===== src/rtl/act_expand_buffer_pkg.sv =====
// Neuron float formats shared by the activation-to-MAC path.
// The narrow ReLU output word is widened here into the neuron-input float format.
package act_expand_buffer_pkg;

  localparam int NARROW_EXP_W = 5;
  localparam int NARROW_MAN_W = 6;
  localparam int WIDE_EXP_W   = 6;
  localparam int WIDE_MAN_W   = 12;
  localparam int MAN_PAD_W    = 6;
  localparam int WIDE_W       = 1 + WIDE_EXP_W + WIDE_MAN_W;

  typedef struct packed {
    logic                  sign;
    logic [WIDE_EXP_W-1:0] exp;
    logic [WIDE_MAN_W-1:0] mant;
  } wide_word_t;

  // A zero exponent with a zero mantissa is a signed zero; it is folded to +0.
  function automatic wide_word_t widen(input logic                    sign,
                                       input logic [NARROW_EXP_W-1:0] exp,
                                       input logic [NARROW_MAN_W-1:0] mant);
    wide_word_t w;
    w = '0;
    if ((exp != '0) || (mant != '0)) begin
      w.sign = sign;
      w.exp  = {1'b0, exp};
      w.mant = {mant, {MAN_PAD_W{1'b0}}};
    end
    return w;
  endfunction

endpackage


===== src/rtl/act_sync_fifo.sv =====
// Generic single-clock FIFO with registered occupancy; the head entry is read
// combinationally so data appears the cycle after it is written.
module act_sync_fifo #(
  parameter int WIDTH = 19,
  parameter int DEPTH = 4
) (
  input  logic                     Clock,
  input  logic                     Reset,
  input  logic                     push,
  input  logic [WIDTH-1:0]         wrData,
  input  logic                     pop,
  output logic [WIDTH-1:0]         rdData,
  output logic                     full,
  output logic                     empty,
  output logic [$clog2(DEPTH):0]   level
);

  localparam int AW = $clog2(DEPTH);
  localparam logic [AW:0] FullLevel = (AW+1)'(DEPTH);

  logic [WIDTH-1:0] mem_q [DEPTH];
  logic [AW-1:0]    wrPtr_q;
  logic [AW-1:0]    rdPtr_q;
  logic [AW:0]      level_q;
  logic [AW:0]      level_d;
  logic             doPush;
  logic             doPop;

  assign full   = (level_q == FullLevel);
  assign empty  = (level_q == '0);
  assign level  = level_q;
  assign rdData = mem_q[rdPtr_q];
  assign doPush = push && !full;
  assign doPop  = pop && !empty;

  always_comb begin
    level_d = level_q;
    case ({doPush, doPop})
      2'b10:   level_d = level_q + 1'b1;
      2'b01:   level_d = level_q - 1'b1;
      default: level_d = level_q;
    endcase
  end

  // Storage is cleared on reset so the head reads as zero while empty.
  always_ff @(posedge Clock) begin
    if (Reset) begin
      for (int i = 0; i < DEPTH; i++) begin
        mem_q[i] <= '0;
      end
      wrPtr_q <= '0;
      rdPtr_q <= '0;
      level_q <= '0;
    end else begin
      if (doPush) begin
        mem_q[wrPtr_q] <= wrData;
        wrPtr_q        <= wrPtr_q + 1'b1;
      end
      if (doPop) begin
        rdPtr_q <= rdPtr_q + 1'b1;
      end
      level_q <= level_d;
    end
  end

endmodule


===== src/rtl/act_expand_buffer.sv =====
// Widens narrow activation words on write, buffers them, and tags the last
// element of each activation vector on the output handshake.
module act_expand_buffer
  import act_expand_buffer_pkg::*;
#(
  parameter int DEPTH      = 4,
  parameter int VECTOR_LEN = 16
) (
  input  logic                      Clock,
  input  logic                      Reset,
  input  logic                      InValid,
  output logic                      InReady,
  input  logic                      InSign,
  input  logic [NARROW_EXP_W-1:0]   InExponent,
  input  logic [NARROW_MAN_W-1:0]   InMantissa,
  output logic                      OutValid,
  input  logic                      OutReady,
  output logic                      OutSign,
  output logic [WIDE_EXP_W-1:0]     OutExponent,
  output logic [WIDE_MAN_W-1:0]     OutMantissa,
  output logic                      OutLast,
  output logic [$clog2(DEPTH):0]    Level
);

  localparam int CntW = (VECTOR_LEN > 1) ? $clog2(VECTOR_LEN) : 1;
  localparam logic [CntW-1:0] LastIdx = CntW'(VECTOR_LEN - 1);

  wide_word_t      wrWord;
  wide_word_t      headWord;
  logic [WIDE_W-1:0] headBits;
  logic            full;
  logic            empty;
  logic            pushEn;
  logic            popEn;
  logic            lastElem;
  logic [CntW-1:0] cnt_q;
  logic [CntW-1:0] cnt_d;

  assign wrWord   = widen(InSign, InExponent, InMantissa);
  assign InReady  = !full;
  assign OutValid = !empty;
  assign pushEn   = InValid && InReady;
  assign popEn    = OutValid && OutReady;

  act_sync_fifo #(
    .WIDTH (WIDE_W),
    .DEPTH (DEPTH)
  ) u_fifo (
    .Clock  (Clock),
    .Reset  (Reset),
    .push   (pushEn),
    .wrData (wrWord),
    .pop    (popEn),
    .rdData (headBits),
    .full   (full),
    .empty  (empty),
    .level  (Level)
  );

  assign headWord    = headBits;
  assign OutSign     = headWord.sign;
  assign OutExponent = headWord.exp;
  assign OutMantissa = headWord.mant;

  // Counts completed output transfers within the current vector.
  assign lastElem = (cnt_q == LastIdx);
  assign OutLast  = OutValid && lastElem;

  always_comb begin
    cnt_d = cnt_q;
    if (popEn) begin
      cnt_d = lastElem ? '0 : cnt_q + 1'b1;
    end
  end

  always_ff @(posedge Clock) begin
    if (Reset) begin
      cnt_q <= '0;
    end else begin
      cnt_q <= cnt_d;
    end
  end

endmodule


===== config.mk =====
export PLATFORM = sky130hd
export DESIGN_NAME = act_expand_buffer
export DESIGN_NICKNAME = d
export VERILOG_FILES = /design/src/rtl/act_expand_buffer_pkg.sv /design/src/rtl/act_sync_fifo.sv /design/src/rtl/act_expand_buffer.sv
export SDC_FILE = /design/constraint.sdc
export NUM_CORES = 1
export LEC_CHECK = 0
export ABC_CLOCK_PERIOD_IN_PS = 4900
export BUFFER_PORTS_ARGS = -buffer_cell sky130_fd_sc_hd__buf_2
export CORE_MARGIN = 2
export CORE_UTILIZATION = 40
export DETAILED_ROUTE_END_ITERATION = 16
export SYNTH_ARGS = -nofsm -noshare
export SYNTH_HDL_FRONTEND = slang
export SYNTH_SLANG_ARGS = --single-unit

===== constraint.sdc =====
create_clock -name Clock -period 4.9 [get_ports Clock]
set_input_delay 0.49 -clock Clock [delete_from_list [all_inputs] [get_ports Clock]]
set_output_delay 0.49 -clock Clock [all_outputs]
set_load 0.01 [all_outputs]

==> metrics.txt, run 1 <==
status finished, final reports clean; Fin. Hold Viols 0; CTS root buffer clkbuf_8; CP max-delay cell dfxtp_1; RSZ-0062 raised after global routing no; top-area cell type share of the netlist area 52.0%; Max Cap Violations 0; Worst-Margin Slew between 0.9 and 1 ns; setup TNS 0 ns; initial antenna violation count 0; final-report setup violation count 0; Initial Util roughly two fifths; biggest area consumer among synthesized cells edfxtp_1; EDFF count, synth 48; DRT Pass-1 Iters 4; R2R depth 9; Slew Viols, Final 0; WP data required roughly 4.4 ns; top-level port count 41; Fill cells approximately 620; post-DR wirelength/cell roughly 17 um; DP Worst Slack roughly 2.6 ns; post-route ant nets 0; synthesis-to-finish area growth 14.1%; post-placement cell area 2980 sq um; final WL 5370 um; gpl congestion 0.736; vias per inst 5.10; highest ir drop seen on vdd 241 uV; largest net degree at the start of global routing 19; vias in the first global route 1645; Setup Fix Bufs, Post-CTS 0; main combinational cell family by area after synthesis simple AND/OR/NAND/NOR gates; Cell Area, Synth roughly 2800 sq um; mux cell area share after synthesis under 10%; Horiz. Die Dim ~87 um; delay-heaviest family, CP flip-flops; register area share after synthesis 61.3%; Critical Path Fanout Max 12; Startpoint Class register; first-pass GRT wire length 8560 um; Die Ht 87.3 um; flop-to-flop setup slack roughly 2.7 ns; Area contributors post-synth edfxtp_1 52%, mux4_2 9.7%, and2_1 9.7%; Final Worst Setup Slack 2.43 ns; XOR/XNOR Fraction of Synth Area 1.58%; Post-Synth Simple-Gate Area 18.2%; Avg Cell Area, Syn between 10 and 15 sq um; CTS tree yes; Max transition margin 39.1%; Lkg Pwr roughly 0.0012 uW; total track usage 15.8%; Setup CP Type register to primary output; Setup Skew 0.00667 ns; Hold Path Origin InExponent[0]; Synth Warn # 0; Synth Instances 202; placed cells 307; count leader, synth edfxtp_1; Max Root-Sink Buffers 2; PD cells 456 nW/um^2; H-tree levels 3; DRC Markers 0; synth unique cells 36; worst r2r src u_fifo.level[2]; DP HPWL 3560 um; grt total ovfl 0; crit path DAT a little under 2 ns; vias 1646; RR Endpoint u_fifo.level[2]; Synth Area in Compound Gates 3.38%; initial drt markers 87; Final Cycle Share 50.4%; port bufs 33; fin nets between 200 and 300; share of cells above drive strength 1 25.9%; Post-CTS Hold Buffers 0; Seq cells post-synth 61; element type at the critical path end primary output; Post-Synth Adder-Cell Area 1.62%; TritonCTS Buffers 9; post-route cell area around 3200 sq um; Synth top cells by count 48 x edfxtp_1, 43 x and2_1, 13 x dfxtp_1, 12 x mux4_2, 8 x nor2_1; Hold Path Depth 2; Ant. Diodes 0; CP cell instances mux4_2 -> buf_2; core footprint 6760 sq um; top_reg_cell synth edfxtp_1; Final min period 2.47 ns; Fmax achieved 0.405 GHz; Hold EP u_fifo.mem_q[2][12]; Worst path max stage delay between 0.8 and 0.9 ns; clock slew at reported path FFs 0.07 ns; Clock Sinks between 60 and 70; Synth async-reset ratio 0%; WP buf/inv 1; full die area between 7000 and 8000 sq um; post_cts resized 0; post-route insts no fill 323; Hold WC Path Type input pin to register; post-layout util a little under half; worst skew pair latency roughly 0.34 ns; # rows 30
[per-stage QoR]
| stage | hold WS, ns | total power, uW |
|---|---|---|
| final | 0.491 | 1440 |
| after global routing | 0.473 | 1530 |
| after CTS | 0.475 | 1460 |
| after detailed placement | 0.498 | 1050 |
| after global placement | 0.489 | 1040 |
| after floorplan | 0.466 | 934 |
[state kept, by name, indices dropped and copies added, names as in the netlist, named ones only]
signal / flops
cnt_q: 4
u_fifo.level: 3
u_fifo.mem_q: 48
u_fifo.rdPtr_q: 2
u_fifo.wrPtr_q: 2
[power breakdown]
group          switching [uW]  internal [uW]  leakage (uW)
registers                77.7            625      0.000605
logic                     160            169      0.000545
clock network             185            229     0.0000888
[logic make-up (layout without fill, tap and decap cells)]
family | Yosys count | after routing
muxes | 12 | 12
and+or+nand+nor | 84 | 84
AOI/OAI and AO/OA | 14 | 14
adders and majority gates | 3 | 3
xor gates and xnor gates | 5 | 5
buffers and inverters | 22 | 57
DFF | 61 | 61
other | 1 | 7
[worst register-to-register path, delay by kind of cell (launching register included)]
family                     cells  cell delay, ns
DFF                            1            0.42
xor gates and xnor gates       1            0.16
adders and majority gates      2            0.54
buffers and inverters          2            0.19
and+or+nand+nor                3            0.74
AOI/OAI and AO/OA              1            0.13
[area by class of cell]
class	count	area, sq um	share of cell area [%]
clock buffer	10	128	4.03
clock inverter	6	53.8	1.70
inverter	7	26.3	0.830
multi-input combinational	125	983	31.1
sequential	61	1700	53.8
tap	80	100	3.16
timing repair buffer	34	173	5.45
[per-layer routing]
layer / GRT usage, % / part of all wire, % / up-vias
met3: 7.49 / 5.8 / 6
met4: 3.78 / 1.1 / 0
li1: - / - / 791
met5: 0 / 0 / -
met2: 24.7 / 48 / 41
met1: 20.0 / 45 / 808
[layout by cell type (no fill, tap or decap), types with 7 or more instances in the layout]
cell type  instances
clkbuf_8           9
buf_2             33
and2_1            43
mux4_2            12
edfxtp_1          48
dfxtp_1           13
conb_1             7
nor2_1             8
[worst max-delay path by stage]
stage / from / end / slack (ns) / cells after the start
after floorplan: u_fifo.level[2] / u_fifo.level[2] / 2.76 / 9
after global placement: Reset / u_fifo.mem_q[0][13] / 2.65 / 4
after detailed placement: Reset / u_fifo.mem_q[0][12] / 2.57 / 4
after CTS: register / OutSign / 2.34 / 2
after global routing: register / OutSign / 2.22 / 2
final: register / OutSign / 2.43 / 2
(Power assumes the default switching activity.)
==> run 2: changes to the inputs <==
ABC_CLOCK_PERIOD_IN_PS = 2000   (was 4900)
clock period = 2 ns   (was 4.9 ns; I/O delays follow)
==> run 2 against run 1 <==
Against the previous run: wire length rose by 0.28%; sequential power grew 130%; utilization increased by 2.0 points; worst setup slack worse by 2.3 ns; sequential cell count unchanged.
==> metrics.txt, run 2 (synthesized netlist as in run 1, its figures left out) <==
core footprint 6760 sq um (unchanged); vias 1653 (was 1646); critical path launch point u_fifo.level[0]; PD cells 1150 nW/um^2 (was 456 nW/um^2); worst r2r src u_fifo.level[0] (was u_fifo.level[2]); DP HPWL 3440 um (was 3560 um); Clock Sinks 61 (unchanged); Startpoint Class register (unchanged); final WL 5390 um (was 5370 um); Post-CTS Hold Buffers 0 (unchanged); status finished, final reports clean (unchanged); most common cell after layout, fill and taps aside edfxtp_1 (unchanged); final-report setup violation count 0 (unchanged); Final min period 1.92 ns; Final Cycle Share 95.9%; fin nets 269 (was 257); share of cells above drive strength 1 32.2% (was 25.9%); gpl congestion 0.753 (was 0.736); port bufs 33 (unchanged); Worst-Margin Slew 0.816 ns (was 0.909 ns); Critical Path Fanout Max 8 (was 12); CTS root buffer clkbuf_8 (unchanged); Max transition margin 45.4% (was 39.1%); element type at the critical path end register (was primary output); commonest cells after routing, fill and taps aside 48 x edfxtp_1, 43 x and2_1, 33 x buf_2 (unchanged); setup TNS 0 ns (unchanged); DP Worst Slack 0.102 ns (was 2.57 ns); top-level port count 41 (unchanged); Setup CP Type register to register (was register to primary output); total power 3790 uW (was 1440 uW); max FFs per register 48 (unchanged); WP data required 2.26 ns (was 4.41 ns); Horiz. Die Dim 87.3 um (unchanged); Final Worst Setup Slack 0.0829 ns (was 2.43 ns); grt total ovfl 0 (unchanged); CTS tree yes (unchanged); vias in the first global route 1699 (was 1645); Lkg Pwr 0.00131 uW (was 0.00124 uW); Fmax achieved 0.522 GHz; post-route ant nets 0 (unchanged); Ant. Diodes 0 (unchanged); register with the most flip-flops u_fifo.mem_q (unchanged); Max Cap Violations 0 (unchanged); placed cells 318 (was 307); Slew Viols, Final 0 (unchanged); DRT Pass-1 Iters 4 (unchanged); TritonCTS Buffers 9 (unchanged); H-tree levels 3 (unchanged); Initial Util 41.1% (unchanged); worst skew pair latency 0.34 ns (about the same); first-pass GRT wire length 8540 um (was 8560 um); clock slew at reported path FFs 0.06 ns (was 0.07 ns); highest ir drop seen on vdd 665 uV (was 241 uV); post-route insts no fill 335 (was 323); crit path DAT 2.18 ns (was 1.98 ns); Hold Path Origin Reset (was InExponent[0]); full die area 7620 sq um (unchanged); Setup Skew 0.00927 ns (was 0.00667 ns); total track usage 15.6% (was 15.8%); Fin. Hold Viols 0 (unchanged); initial drt markers 88 (was 87); initial antenna violation count 0 (unchanged); DRC Markers 0 (unchanged); vias per inst 4.93 (was 5.10); post-DR wirelength/cell 16.1 um (was 16.6 um); Die Ht 87.3 um (unchanged); Max Root-Sink Buffers 2 (unchanged); # rows 30 (unchanged); largest net degree at the start of global routing 14 (was 19); synthesis-to-finish area growth 18.9% (was 14.1%); Hold WC Path Type input pin to register (unchanged)
[run 2: what timing repair did]
action,in CTS,in global routing
resized for setup,0,2
buffers inserted,0,1
endpoints found under the hold margin,0,0
setup endpoints to repair,0,1
[run 2: layout make-up]
type                       count  area [sq um]
clock buffer                  10           128
clock inverter                 6          77.6
fill                         613          3460
inverter                       7          26.3
multi-input combinational    125           992
sequential                    61          1710
tap                           80           100
timing repair buffer          46           263
[run 2: path summary, 6_finish.rpt]
path	endpoint	slack, ns	depth (start not counted)
setup / recovery	u_fifo.level[2]	0.08	9
hold / removal	u_fifo.level[2]	0.10	2
setup reg to reg	u_fifo.level[2]	0.08	9
hold reg to reg	cnt_q[0]	0.51	2
[run 2: worst max-delay path, cell delays in order (launching register included)]
cell and delay [ns]:
dfxtp_4 0.37, nor3b_4 0.21, inv_2 0.05, nand2_1 0.06, ha_2 0.18, inv_1 0.05, fa_2 0.33, xor2_1 0.16
or3_1 0.32, a21oi_2 0.11
[run 2: routing by layer]
metal	up-vias	share of wire, %	track usage [%]
met2	29	49	25.1
met3	10	3.0	3.13
met1	794	46	19.9
li1	820	-	-
met5	-	0	0
met4	0	1.9	8.39
[run 2: through the flow]
stage          hold slack, ns  utilization (%)  cell area, sq um
2_1_floorplan           0.348                -              2810
3_3_place_gp            0.448             45.6              3080
3_5_place_dp            0.453             45.6              3080
4_1_cts                0.0941             48.6              3290
5_1_grt                 0.113             48.8              3300
6_report                0.100             48.8              3300
[run 2: where the power goes]
part | switching [uW] | leakage [uW] | internal [uW]
clock | 469 | 0.000105 | 689
combinational | 494 | 0.000603 | 491
sequential | 103 | 0.000607 | 1540
total | 1070 | 0.00131 | 2720
